$ cat src/rtl/ps2_key_decoder.sv
// PS/2 keyboard receiver: synchronise, deglitch, deframe and fold E0/F0 prefixes into key events.
// Optional macro PS2_PARITY_CHK_EN enables odd-parity checking (default: parity ignored).
module ps2_key_decoder #(
    parameter int unsigned FILTER_LEN  = 8,
    parameter int unsigned TIMEOUT_CYC = 100000
) (
    input  logic        clk,
    input  logic        rstn,
    input  logic        ps2_clk,
    input  logic        ps2_data,
    output logic [10:0] key_event,
    output logic        frame_err,
    output logic        busy
);

    localparam int unsigned FW = $clog2(FILTER_LEN + 1);
    localparam int unsigned TW = $clog2(TIMEOUT_CYC + 1);

`ifdef PS2_PARITY_CHK_EN
    localparam bit ParChk = 1'b1;
`else
    localparam bit ParChk = 1'b0;
`endif

    typedef enum logic [1:0] {StIdle, StData, StParity, StStop} state_e;

    logic          r_clk_s1, r_clk_s2, r_dat_s1, r_dat_s2;
    logic          r_filt, r_filt_d;
    logic [FW-1:0] r_fcnt;
    logic          w_fall;

    state_e        r_state, w_state_d;
    logic [2:0]    r_bit_cnt, w_bit_cnt_d;
    logic [7:0]    r_sh, w_sh_d;
    logic          r_par, w_par_d;
    logic          r_ext_f, w_ext_d;
    logic          r_brk_f, w_brk_d;
    logic [10:0]   r_key_event, w_key_d;
    logic          r_err, w_err_d;
    logic [TW-1:0] r_to_cnt, w_to_cnt_d;
    logic          w_par_ok;

    always_ff @(posedge clk or negedge rstn) begin
        if (!rstn) begin
            r_clk_s1 <= 1'b1;
            r_clk_s2 <= 1'b1;
            r_dat_s1 <= 1'b1;
            r_dat_s2 <= 1'b1;
            r_filt   <= 1'b1;
            r_filt_d <= 1'b1;
            r_fcnt   <= '0;
        end else begin
            r_clk_s1 <= ps2_clk;
            r_clk_s2 <= r_clk_s1;
            r_dat_s1 <= ps2_data;
            r_dat_s2 <= r_dat_s1;
            r_filt_d <= r_filt;
            // Filtered clock only follows a level that has persisted FILTER_LEN cycles
            if (r_clk_s2 != r_filt) begin
                if (r_fcnt == FW'(FILTER_LEN - 1)) begin
                    r_filt <= r_clk_s2;
                    r_fcnt <= '0;
                end else begin
                    r_fcnt <= r_fcnt + FW'(1);
                end
            end else begin
                r_fcnt <= '0;
            end
        end
    end

    assign w_fall   = r_filt_d & ~r_filt;
    assign w_par_ok = !ParChk || (^{r_sh, r_par});

    always_comb begin
        w_state_d   = r_state;
        w_bit_cnt_d = r_bit_cnt;
        w_sh_d      = r_sh;
        w_par_d     = r_par;
        w_ext_d     = r_ext_f;
        w_brk_d     = r_brk_f;
        w_key_d     = {1'b0, r_key_event[9:0]};
        w_err_d     = 1'b0;
        if (r_state == StIdle || w_fall) begin
            w_to_cnt_d = '0;
        end else begin
            w_to_cnt_d = r_to_cnt + TW'(1);
        end

        if (r_state != StIdle && r_to_cnt == TW'(TIMEOUT_CYC)) begin
            w_state_d  = StIdle;
            w_ext_d    = 1'b0;
            w_brk_d    = 1'b0;
            w_err_d    = 1'b1;
            w_to_cnt_d = '0;
        end else if (w_fall) begin
            unique case (r_state)
                StIdle: begin
                    if (!r_dat_s2) begin
                        w_state_d   = StData;
                        w_bit_cnt_d = 3'd0;
                    end
                end
                StData: begin
                    w_sh_d      = {r_dat_s2, r_sh[7:1]};
                    w_bit_cnt_d = r_bit_cnt + 3'd1;
                    if (r_bit_cnt == 3'd7) begin
                        w_state_d = StParity;
                    end
                end
                StParity: begin
                    w_par_d   = r_dat_s2;
                    w_state_d = StStop;
                end
                StStop: begin
                    w_state_d = StIdle;
                    if (r_dat_s2 && w_par_ok) begin
                        if (r_sh == 8'hE0) begin
                            w_ext_d = 1'b1;
                        end else if (r_sh == 8'hF0) begin
                            w_brk_d = 1'b1;
                        end else begin
                            w_key_d = {1'b1, r_ext_f, r_brk_f, r_sh};
                            w_ext_d = 1'b0;
                            w_brk_d = 1'b0;
                        end
                    end else begin
                        w_err_d = 1'b1;
                        w_ext_d = 1'b0;
                        w_brk_d = 1'b0;
                    end
                end
            endcase
        end
    end

    always_ff @(posedge clk or negedge rstn) begin
        if (!rstn) begin
            r_state     <= StIdle;
            r_bit_cnt   <= '0;
            r_sh        <= '0;
            r_par       <= 1'b0;
            r_ext_f     <= 1'b0;
            r_brk_f     <= 1'b0;
            r_key_event <= '0;
            r_err       <= 1'b0;
            r_to_cnt    <= '0;
        end else begin
            r_state     <= w_state_d;
            r_bit_cnt   <= w_bit_cnt_d;
            r_sh        <= w_sh_d;
            r_par       <= w_par_d;
            r_ext_f     <= w_ext_d;
            r_brk_f     <= w_brk_d;
            r_key_event <= w_key_d;
            r_err       <= w_err_d;
            r_to_cnt    <= w_to_cnt_d;
        end
    end

    assign key_event = r_key_event;
    assign frame_err = r_err;
    assign busy      = (r_state != StIdle);

endmodule

$ cat config.mk
export PLATFORM = sky130hd
export DESIGN_NAME = ps2_key_decoder
export DESIGN_NICKNAME = d
export VERILOG_FILES = /design/src/rtl/ps2_key_decoder.sv
export SDC_FILE = /design/constraint.sdc
export NUM_CORES = 1
export LEC_CHECK = 0
export ABC_CLOCK_PERIOD_IN_PS = 3090
export CAP_MARGIN = 20
export CELL_PAD_IN_SITES_DETAIL_PLACEMENT = 1
export CELL_PAD_IN_SITES_GLOBAL_PLACEMENT = 2
export CORE_UTILIZATION = 35
export CTS_CLUSTER_SIZE = 14
export DETAILED_ROUTE_END_ITERATION = 10
export PLACE_DENSITY_LB_ADDON = 0.1
export SLEW_MARGIN = 20
export SYNTH_ARGS = -nofsm -noshare
export SYNTH_HDL_FRONTEND = slang
export SYNTH_SLANG_ARGS = --single-unit
$ cat constraint.sdc
create_clock -name clk -period 3.09 [get_ports clk]
set_input_delay 0.618 -clock clk [delete_from_list [all_inputs] [get_ports clk]]
set_output_delay 0.618 -clock clk [all_outputs]
set_load 0.005 [all_outputs]
==> flow_summary_export.csv <==
group,metric,value,unit
routing,vias,1742,
synthesis,ys_top_cells_by_count,"dfrtp_1, nor2_1, xnor2_1",
global_route,grt_pass1_vias,1814,
routing,wl,5380,um
sta,finalHoldViolCount,0,
synthesis,synthCells,225,
clocking,htreeDepth,2,
setup_path,arrival,1.73,ns
sta,relSlewSlack,52.3,%
run_status,status,"finished, final reports clean",
synthesis,post_synth_instance_area,0.00252,mm2
floorplan,fp-row-count,30,
placement,pre_cts_ws,0.934,ns
setup_path,slowest_stage,"clkdlybuf4s50_1",
synthesis,synth_edf_count,0,
sta,rsz0062_at_grt,"false",
sta,fin_crit_sh,76.0,%
synthesis,ys_seq_area_share,54.0,%
routing,drt_iter0_drc,83,
setup_path,cpPeakStageDelay,0.49,ns
finish,antenna_cells,0,
synthesis,synth_fp_nets,239,
finish,area_delta_synth_final,15.6,%
placement,dp_hpwl,3810,um
synthesis,async_flop_share,100,%
setup_path,startpoint_type,"flip-flop",
sta,max_freq,426,MHz
global_route,grt_pass1_wl,9390,um
worst_hold_path,min_path_type,"primary input to async pin",
synthesis,yosysMostFrequentCell,"dfrtp_1",
setup_path,worstSetupPathType,"flip-flop to output pin",
finish,nNetsFinal,260,
global_route,gr-total-overflow,0,
pwr,p_leak,1.28,nW
routing,dr.pass1.iters,4,
synthesis,yosysUniqueCellTypes,44,
synthesis,synth.avg_cell_area,11.2,um2
finish,drive_above_1_share,13.4,%
clocking,clk_latency,0.31,ns
setup_path,cp.required,2.47,ns
sta,final_max_slew_viol_count,0,
routing,drc,0,
routing,ant_nets,0,
pwr,ir_worst_vdd,0.222,mV
clocking,clock_path_buffers,2,
floorplan,die-area,0.00754,mm2
setup_path,crit_top_cell,"inv_1",
synthesis,synth_ff_type,"dfrtp_1",
floorplan,die_h,86.8,um
routing,viasPerCell,5.08,
clocking,cts_tree,"built",
clocking,clk_pin_slew_worst_paths,0.10,ns
clocking,cts.repair.resized,0,
flow_run,max_cap_viol_count,0,
synthesis,yosys_register_bits,54,
global_route,antenna_found_initial,0,
global_route,grt_max_degree,30,
sta,setup_tns,0,ns
placement,numPortBuffers,16,
clocking,cts_buffers,5,
pwr,power_density,536,mW/mm2
setup_path,path_cells,"inv_1 -> ha_1 -> inv_1 -> clkdlybuf4s50_1",
synthesis,synth.top_cell.area_share,47.7,%
setup_path,endpoint_kind,"output pin",
global_route,track_usage,16.4,%
finish,final_cells,343,
sta,finalWorstSetupSlack,0.740,ns
clocking,clock-root-buffer,"clkbuf_8",
clocking,cts_setup_buffers,0,
placement,dpl.cell_count,335,
clocking,clkSinkCount,54,
sta,finalSetupViolations,0,
sta,fin_crit,2.35,ns
synthesis,yosys-top-cells-area,"dfrtp_1, dfstp_2, ha_1, xnor2_1, nor2_1",
floorplan,initial_utilization,36.6,%
routing,wl_per_cell,15.7,um
floorplan,core,0.00687,mm2
floorplan,io_pins,17,
sta,fin_skew,0.00581,ns
floorplan,die_w,86.8,um
setup_path,critical_path_peak_fanout,8,
placement,place_congestion,0.723,
sta,worst_pin_slew,0.715,ns
clocking,ctsHoldBuffers,0,
synthesis,synth_area_leader_cell,"dfrtp_1",
synthesis,ys_warn_count,0,
==> cells by family after synthesis <==
logic type,Yosys count,share of synthesized area [%]
flops,54,54.0
mux,13,5.82
fa+ha+maj,10,4.97
compound gates,27,8.40
xor+xnor,16,5.57
simple gates,89,18.6
buf+inv,16,2.68
==> layer usage <==
layer	vias up	wire (um)	track usage (%)
met5	-	0	0
met4	0	61	5.45
met3	5	93	3.14
met2	16	2670	27.1
met1	879	2550	21.7
li1	842	-	-
==> registers in the layout, summed over array words and instances, names as in the netlist <==
name	count
r_dat_s1	1
key_event	11
r_state	2
r_ext_f	1
r_fcnt	4
r_clk_s1	1
r_filt_d	1
r_dat_s2	1
r_brk_f	1
r_to_cnt	17
r_filt	1
r_bit_cnt	3
frame_err	1
r_sh	8
r_clk_s2	1
==> report_power, final <==
part | internal [W] | switching, W
clock | 0.000247 | 0.000255
sequential | 0.000769 | 0.0000485
combinational | 0.000104 | 0.000136
total | 0.00112 | 0.000439
==> worst max-delay path: cells and delay by family, from the launching register on <==
kind | cells | cell delay, ns
flops | 1 | 0.43
buf+inv | 3 | 0.69
fa+ha+maj | 1 | 0.30
==> cell type report <==
cell class | instances | area, um2
clock buffers | 5 | 68.8
flip-flops and latches | 54 | 1360
multi-input cells | 155 | 1090
well taps | 96 | 120
clock inverters | 3 | 48.8
fillers | 788 | 3960
repair buffers | 20 | 185
inverters | 10 | 37.5
==> final timing paths <==
kind,from,endpoint,depth (start not counted),slack [ns]
max,r_state[0]$_DFFE_PN0P_,busy,4,0.74
min,rstn,r_fcnt[2]$_DFF_PN0_,1,0.34
max reg2reg,r_state[0]$_DFFE_PN0P_,r_to_cnt[12]$_DFF_PN0_,6,0.97
min reg2reg,r_dat_s1$_DFF_PN1_,r_dat_s2$_DFF_PN1_,0,0.36
max in group asynchronous,rstn,r_filt_d$_DFF_PN1_,2,2.02
min in group clk,r_dat_s1$_DFF_PN1_,r_dat_s2$_DFF_PN1_,0,0.36
==> metrics by stage <==
stage	cell area, um2	hold slack [ns]	total power, W	util [%]
2_1_floorplan	2520	0.322	0.000990	-
3_3_place_gp	2790	0.346	0.00108	40.7
3_5_place_dp	2790	0.348	0.00108	40.7
4_1_cts	2910	0.350	0.00159	42.4
5_1_grt	2910	0.366	0.00167	42.4
6_report	2910	0.340	0.00156	42.4
==> layout by cell type, fill, tap and decap left out, drive strengths merged, types with 2 or more instances in the layout <==
cell           netlist  routed
buf                  4       5
o2bb2ai              2       2
dfrtp               48      48
nand2                8       8
nor2b                2       2
nand4                4       4
nor3                10      10
nor4                 6       6
nor4bb               2       2
a31oi                2       2
a22oi                2       2
xor2                 2       2
a21oi                7       7
inv                 10      11
and3                 5       5
ha                  10      10
nor3b                2       2
xnor2               14      14
o21ai                5       5
clkdlybuf4s50        0      15
nor2                31      31
a32o                 5       5
nand3               11      11
dfstp                6       6
clkbuf               2       5
mux2                13      13
Power figures use the tool's default switching activity.
